<file path="config.mk">
export PLATFORM = sky130hd
export DESIGN_NAME = mem_access_ctrl
export DESIGN_NICKNAME = d
export VERILOG_FILES = /design/src/rtl/mem_access_ctrl.sv
export SDC_FILE = /design/constraint.sdc
export NUM_CORES = 1
export LEC_CHECK = 0
export BUFFER_PORTS_ARGS = -buffer_cell sky130_fd_sc_hd__buf_2
export CAP_MARGIN = 0
export CORE_AREA = 2 2 225 227
export CTS_CLUSTER_DIAMETER = 150
export CTS_CLUSTER_SIZE = 12
export DETAILED_ROUTE_END_ITERATION = 16
export DIE_AREA = 0 0 227 229
export PLACE_DENSITY = 0.52
export SLEW_MARGIN = 20
export SYNTH_ARGS = -nofsm -noshare
export SYNTH_HDL_FRONTEND = slang
export SYNTH_SLANG_ARGS = --single-unit
</file>
<file path="constraint.sdc">
create_clock -name clk_i -period 4.9 [get_ports clk_i]
set_input_delay 0.735 -clock clk_i [delete_from_list [all_inputs] [get_ports clk_i]]
set_output_delay 0.735 -clock clk_i [all_outputs]
set_load 0.01 [all_outputs]
</file>
<file path="src/rtl/mem_access_ctrl.sv">
// -----------------------------------------------------------------------------
// mem_access_ctrl
// Initiator side of the byte-addressed data/instruction RAM port. Accepts one
// load64 / store64 / ifetch80 request over a valid/ready handshake, drives the
// RAM for exactly one access cycle, and returns a registered response that is
// held until the consumer accepts it. Out-of-range and reserved requests never
// enable the RAM. A store whose access cycle coincides with reset never
// reaches the RAM either.
//
// Ports
//   clk_i, rst_i              clock, synchronous active-high reset
//   req_valid_i/req_ready_o   request handshake
//   req_op_i                  00 load64, 01 store64, 10 ifetch80, 11 reserved
//   req_addr_i, req_wdata_i   byte address, little-endian store data
//   resp_valid_o/resp_ready_i response handshake
//   resp_rdata_o              load data (0 for store/ifetch/error)
//   resp_instr_o              fetched instruction (0 for load/store/error)
//   resp_error_o              transaction faulted
//   err_count_o               saturating count of faulted transactions
//   mem_*                     RAM side: address, enables, write data,
//                             combinational read data and error flag
// -----------------------------------------------------------------------------
module mem_access_ctrl #(
    parameter int unsigned MEM_BYTES = 1024,
    parameter int unsigned CNT_W     = 16
) (
    input  logic             clk_i,
    input  logic             rst_i,
    input  logic             req_valid_i,
    output logic             req_ready_o,
    input  logic [1:0]       req_op_i,
    input  logic [63:0]      req_addr_i,
    input  logic [63:0]      req_wdata_i,
    output logic             resp_valid_o,
    input  logic             resp_ready_i,
    output logic [63:0]      resp_rdata_o,
    output logic [79:0]      resp_instr_o,
    output logic             resp_error_o,
    output logic [CNT_W-1:0] err_count_o,
    output logic [63:0]      mem_addr_o,
    output logic             mem_read_en_o,
    output logic             mem_write_en_o,
    output logic             mem_read_instruction_o,
    output logic [63:0]      mem_write_data_o,
    input  logic [63:0]      mem_read_data_i,
    input  logic [79:0]      mem_read_instruction_i,
    input  logic             mem_error_i
);

    typedef enum logic [1:0] {
        ST_IDLE   = 2'd0,
        ST_ACCESS = 2'd1,
        ST_RESP   = 2'd2
    } state_e;

    localparam logic [1:0] OP_LOAD  = 2'b00;
    localparam logic [1:0] OP_STORE = 2'b01;
    localparam logic [1:0] OP_FETCH = 2'b10;

    // Highest legal start address for an 8-byte and a 10-byte access.
    localparam logic [63:0] LAST_ADDR8  = 64'(MEM_BYTES) - 64'd8;
    localparam logic [63:0] LAST_ADDR10 = 64'(MEM_BYTES) - 64'd10;

    state_e            state_q, state_d;
    logic [1:0]        op_q, op_d;
    logic [63:0]       addr_q, addr_d;
    logic [63:0]       wdata_q, wdata_d;
    logic              resp_valid_q, resp_valid_d;
    logic [63:0]       resp_rdata_q, resp_rdata_d;
    logic [79:0]       resp_instr_q, resp_instr_d;
    logic              resp_error_q, resp_error_d;
    logic [CNT_W-1:0]  err_count_q, err_count_d;

    logic              fault_s;
    logic              err_s;

    // Local fault: reserved opcode or access running past the end of RAM.
    // Comparing against MEM_BYTES-size avoids 64-bit wrap of addr+size.
    always_comb begin
        case (op_q)
            OP_LOAD,
            OP_STORE: fault_s = (addr_q > LAST_ADDR8);
            OP_FETCH: fault_s = (addr_q > LAST_ADDR10);
            default:  fault_s = 1'b1;
        endcase
    end

    assign err_s = fault_s || mem_error_i;

    assign req_ready_o      = (state_q == ST_IDLE) && !rst_i;
    assign mem_addr_o       = addr_q;
    assign mem_write_data_o = wdata_q;

    // RAM enables, active only during the single access cycle.
    always_comb begin
        mem_read_en_o          = 1'b0;
        mem_write_en_o         = 1'b0;
        mem_read_instruction_o = 1'b0;
        if (state_q == ST_ACCESS) begin
            case (op_q)
                OP_LOAD: begin
                    mem_read_en_o = !fault_s;
                end
                OP_STORE: begin
                    // rst_i gate keeps a reset-coincident store out of the RAM.
                    mem_write_en_o = !fault_s && !mem_error_i && !rst_i;
                end
                OP_FETCH: begin
                    mem_read_en_o          = !fault_s;
                    mem_read_instruction_o = !fault_s;
                end
                default: begin
                    mem_read_en_o = 1'b0;
                end
            endcase
        end else begin
            mem_read_en_o = 1'b0;
        end
    end

    // Next-state and response capture.
    always_comb begin
        state_d      = state_q;
        op_d         = op_q;
        addr_d       = addr_q;
        wdata_d      = wdata_q;
        resp_valid_d = resp_valid_q;
        resp_rdata_d = resp_rdata_q;
        resp_instr_d = resp_instr_q;
        resp_error_d = resp_error_q;
        err_count_d  = err_count_q;
        case (state_q)
            ST_IDLE: begin
                if (req_valid_i && req_ready_o) begin
                    op_d    = req_op_i;
                    addr_d  = req_addr_i;
                    wdata_d = req_wdata_i;
                    state_d = ST_ACCESS;
                end else begin
                    state_d = ST_IDLE;
                end
            end
            ST_ACCESS: begin
                resp_valid_d = 1'b1;
                resp_error_d = err_s;
                resp_rdata_d = (op_q == OP_LOAD  && !err_s) ? mem_read_data_i        : 64'd0;
                resp_instr_d = (op_q == OP_FETCH && !err_s) ? mem_read_instruction_i : 80'd0;
                if (err_s && (err_count_q != {CNT_W{1'b1}})) begin
                    err_count_d = err_count_q + CNT_W'(1);
                end else begin
                    err_count_d = err_count_q;
                end
                state_d = ST_RESP;
            end
            ST_RESP: begin
                if (resp_ready_i) begin
                    resp_valid_d = 1'b0;
                    state_d      = ST_IDLE;
                end else begin
                    state_d = ST_RESP;
                end
            end
            default: begin
                state_d = ST_IDLE;
            end
        endcase
    end

    // State and response registers with synchronous reset.
    always_ff @(posedge clk_i) begin
        if (rst_i) begin
            state_q      <= ST_IDLE;
            op_q         <= 2'd0;
            addr_q       <= 64'd0;
            wdata_q      <= 64'd0;
            resp_valid_q <= 1'b0;
            resp_rdata_q <= 64'd0;
            resp_instr_q <= 80'd0;
            resp_error_q <= 1'b0;
            err_count_q  <= {CNT_W{1'b0}};
        end else begin
            state_q      <= state_d;
            op_q         <= op_d;
            addr_q       <= addr_d;
            wdata_q      <= wdata_d;
            resp_valid_q <= resp_valid_d;
            resp_rdata_q <= resp_rdata_d;
            resp_instr_q <= resp_instr_d;
            resp_error_q <= resp_error_d;
            err_count_q  <= err_count_d;
        end
    end

    assign resp_valid_o = resp_valid_q;
    assign resp_rdata_o = resp_rdata_q;
    assign resp_instr_o = resp_instr_q;
    assign resp_error_o = resp_error_q;
    assign err_count_o  = err_count_q;

endmodule

</file>
==> After elaboration in Yosys (flattened, before gate mapping) <==
Cells that the tools add are included.
{ "op_classes": {"n_mux": 14, "reduce_logical": 20, "n_addsub": 1, "div_mod_pow": 0, "mul": 0, "bitwise_logic": 0, "n_eq_ne": 6, "n_lt_le_gt_ge": 2, "n_shift": 0} }
{ "ops": {"columns": ["cell", "n"], "rows": [
  ["greater-than comparator 64 x 10 -> 1 bit (second input constant)", 2],
  ["2-to-1 mux 80 bit", 1],
  ["2-to-1 mux 64 bit", 1],
  ["adder 16 x 1 -> 16 bit (second input constant)", 1],
  ["!= test 16 bit (second input constant)", 1],
  ["2-to-1 mux 1 bit", 8],
  ["logical AND 1 bit", 7],
  ["case mux 2 bit (3 select lines)", 1],
  ["AND reduction 2 bit", 3],
  ["== test 2 x 1 -> 1 bit (second input constant)", 2],
  ["== test 2 bit (second input constant)", 2],
  ["zero test 1 bit", 4],
  ["zero test 2 bit", 2],
  ["case mux 1 bit (2 select lines)", 2],
  ["OR reduction 2 bit", 2],
  ["2-to-1 mux 2 bit", 1],
  ["!= test 2 bit (second input constant)", 1],
  ["nonzero test 2 bit", 1],
  ["logical OR 1 bit", 1]
]} }
{ "totals": {"ff_bits": 294, "memories": 0, "inputBits": 279, "elab_cells": 52, "out_inout_bits": 294, "rom_bits": 0, "latch_bits": 0, "mem_bits_rw": 0} }

==> Logic depth before layout (Yosys ltp) <==
{ "depth": {"ltp_word": 8, "depth_mapped": 8, "depth_no_buf": 6} }

==> Worst setup path before layout <==
Ideal clock, no wire load.
{ "synth_path": {"path_kind": "reg-to-output", "from": "reg addr_q[18], in the netlist mem_addr_o[18]", "to": "out mem_read_en_o", "n_path_buf": 0, "path_stages_with_launch": 6, "arrival_time_ps": 1873, "required_time_ps": 4165, "setup_slack_ps": 2292, "cell_sequence": "dfxtp_1 nor4_1 nand4_1 or3_4 or4_4 a21oi_1"} }
{ "synth_via": {"elab_chain_cells": 5, "word_cells_on_any_way": 6, "cone_classes": "2 x order compare; 3 x mux; 1 x reduce/logical"} }
{ "synth_lines": {"columns": ["element", "line", "source"], "rows": [
  ["start, declared", "66", "logic [63:0] addr_q, addr_d;"],
  ["start signal, assigned", "184", "addr_q <= addr_d;"],
  ["greater-than comparator 64 x 10 -> 1 bit, on equally long branches", "83, 82", null],
  ["case mux 1 bit (2 select lines) *", "80", "case (op_q)"],
  ["zero test 1 bit *", "102, 109", null],
  ["2-to-1 mux 1 bit *", null, null],
  ["2-to-1 mux 1 bit *", "99", "if (state_q == ST_ACCESS) begin"],
  ["end, declared", "41", "output logic mem_read_en_o,"]
]} }
Mark *: on every way between the ends. The rest lies on a longest branch, timed or not.

==> Worst setup path in the final report <==
{ "layout_path": {"from": "reg addr_q[12], in the netlist mem_addr_o[12]", "to": "out mem_read_en_o"} }
The elaborated chain is that of the path after synthesis.

==> key figures <==
Status
  – Status: complete, no violations

Die
  – Io pins: 573
  – Die Width: 227 um
  – DIE HEIGHT: 229 um
  – Std cell rows: 82
  – Core area: 0.0497 mm^2
  – Initial Util: 0.203
  – Die area: 0.0520 mm^2

Power and ir drop
  – Pleak: 0.00662 uW
  – Peak VDD IR: 0.234 mV
  – Pwr per Cell Area: 338 mW/mm^2

Timing
  – Max frequency: 261 MHz
  – Minimum clock period: 3.84 ns
  – Slew Limit Fails: 0
  – Final setup viols: 0
  – RSZ-0062 raised after global routing: false
  – Worst-Margin Slew: 1.05 ns
  – Setup Skew: 0.0260 ns
  – Setup_tns: 0 ns
  – Hold Violations, Final: 0
  – Rel. slew slack: 0.298
  – Ratio of final minimum period to clock period: 0.783

Routing
  – Final wirelength: 40.6 mm
  – Top layer in use: met5
  – Via count: 9797
  – M1 wire length: 14.6 mm
  – Initial DRC Count: 399
  – DR WL/cell: 18.1 um
  – Post-route DRC: 0
  – DRT Pass-1 Iters: 5
  – DR vias/cell: 4.36
  – Met2 wire length: 20.4 mm
  – WL met3: 4.16 mm
  – Final ANT Viol Nets: 0

Placement
  – I/O Buffers: 572
  – GP Congestion: 0.815
  – HPWL Detailed: 30.4 mm

Yosys
  – Top-area cell type share of the netlist area: 0.583
  – Count of cell types in the netlist: 41
  – Synth top cells by count: dfxtp_1, nand2_1, a22o_1
  – Syn Area/Cell: 9.71 um^2
  – Count leader, synth: dfxtp_1
  – Synth Register Bits: 294
  – Post-synth ARST share: 0
  – Warnings, synthesis: 0
  – Synth area leader: dfxtp_1
  – Top FF cell, synth: dfxtp_1
  – Mapped Area: 0.0101 mm^2
  – EDFF count, synth: 0
  – Gate Count Post-Synth: 1039
  – Top cells by area, synth: dfxtp_1, a22o_1, nand2_1
  – Seq/Total Area, Yosys: 0.583
  – Syn nets: 1319

Setup path
  – Worst-path fanout max: 4
  – CP Data Required Time: 4.16 ns
  – Crit path kind: flop to output pin
  – Arr. time, crit path: 3.10 ns
  – Startpoint Class: flop
  – CP endpoint kind: output pin

Hold path
  – Hold Crit Class: primary input to flop

Layout
  – Layout cells sized above 1: 0.401
  – Final core utilization: 0.286
  – Area grow syn2layout: 41.0%
  – Nets: 1853

Clock network
  – # resized after CTS: 0
  – Clock Tree Buf Depth: 3
  – Post-CTS Hold Fix Bufs: 0
  – Post-CTS Setup Inserts: 0
  – TritonCTS clock tree: done
  – CTS sink count: 294
  – Clock Latency Late Sink: 0.58 ns
  – Root buffer cell: clkbuf_16
  – Clock transition at path regs: 0.07 ns
  – H-tree levels: 1
  – CTS Buf Count: 28

GRT
  – Initial antenna violation count: 11
  – Total GRT Usage: 0.145
  – Largest net degree at the start of global routing: 145
  – Total global routing overflow: 0
  – First-pass GRT wire length: 57.6 mm
  – Vias in the first global route: 9362

Job
  – Max-cap violations: 0
final cells by class:
cell class                 count  area, um^2
tap                          672         841
antenna                        4        10.0
multi-input combinational    663        3760
inverter                       2        10.0
clock inverter                 2        25.0
clock buffer                  28         701
timing repair buffer         584        2990
sequential                   294        5890
fill                        5419       35400
final timing paths:
path	start	end	slack, ns	cells past startpoint
worst max register to register	mem_addr_o[12]$_SDFFE_PP0P_	resp_rdata_o[55]$_SDFFE_PP0P_	1.52	7
worst max-delay path	mem_addr_o[12]$_SDFFE_PP0P_	mem_read_en_o	1.06	6
worst min register to register	mem_write_data_o[11]$_SDFFE_PP0P_	mem_write_data_o[11]$_SDFFE_PP0P_	0.45	2
worst min-delay path	mem_read_instruction_i[52]	resp_instr_o[52]$_SDFFE_PP0P_	0.37	2
cell families (layout without fill, tap and decap cells):
kind of cell               Yosys count  after routing  share of synthesized area
and+or+nand+nor                    353            353                      0.154
DFF                                294            294                      0.583
AOI/OAI and AO/OA                  304            304                      0.208
muxes                                5              5                    0.00558
other                                0              4                          0
adders and majority gates            1              1                    0.00124
buffers and inverters               82            616                     0.0471
registers in the layout, summed over array words and instances (netlist names):
name,count
op_q,2
resp_rdata_o,64
resp_instr_o,80
mem_write_data_o,64
resp_error_o,1
resp_valid_o,1
err_count_o,16
mem_addr_o,64
state_q,2
per-layer routing:
metal / up-vias / GRT usage
li1: 4724 / -
met5: - / 0
met2: 425 / 0.270
met4: 16 / 0.0445
met1: 4572 / 0.147
met3: 60 / 0.0571
worst max-delay path: stages (launching register included):
cell and delay, ns:
dfxtp_1 0.32, nor4_1 0.55, nand2_1 0.20, or3_4 0.49, or4_4 0.61, a21oi_1 0.17
buf_2 0.18
where the power goes:
group | internal, uW | switching (uW)
Combinational | 168 | 247
Clock | 1010 | 907
Sequential | 2450 | 38.4
Total | 3620 | 1190
placed cells by master, fill, tap and decap left out, types with 7 or more instances in the layout:
cell / instances
dfxtp_1: 294
clkbuf_16: 28
nor2_1: 12
a21oi_1: 142
buf_2: 571
o31ai_1: 8
nand2_1: 267
nor3_1: 9
or4_1: 7
nand4_1: 9
nor4_1: 14
buf_4: 10
a22o_1: 144
through the flow:
step / total power [uW] / hold WS (ns) / worst slack (ns) / cells / cell area [um^2]
final: 4810 / 0.366 / 1.06 / 2249 / 14200
after global placement: 2950 / 0.439 / 1.55 / 2215 / 13500
after global routing: 5020 / 0.341 / 0.941 / 2245 / 14200
after detailed placement: 2960 / 0.443 / 1.54 / 2215 / 13500
after floorplan: 2710 / 0.475 / 2.29 / 1039 / 10100
after CTS: 4900 / 0.323 / 1.00 / 2245 / 14200
No activity file was read; power rests on OpenSTA's default activity.
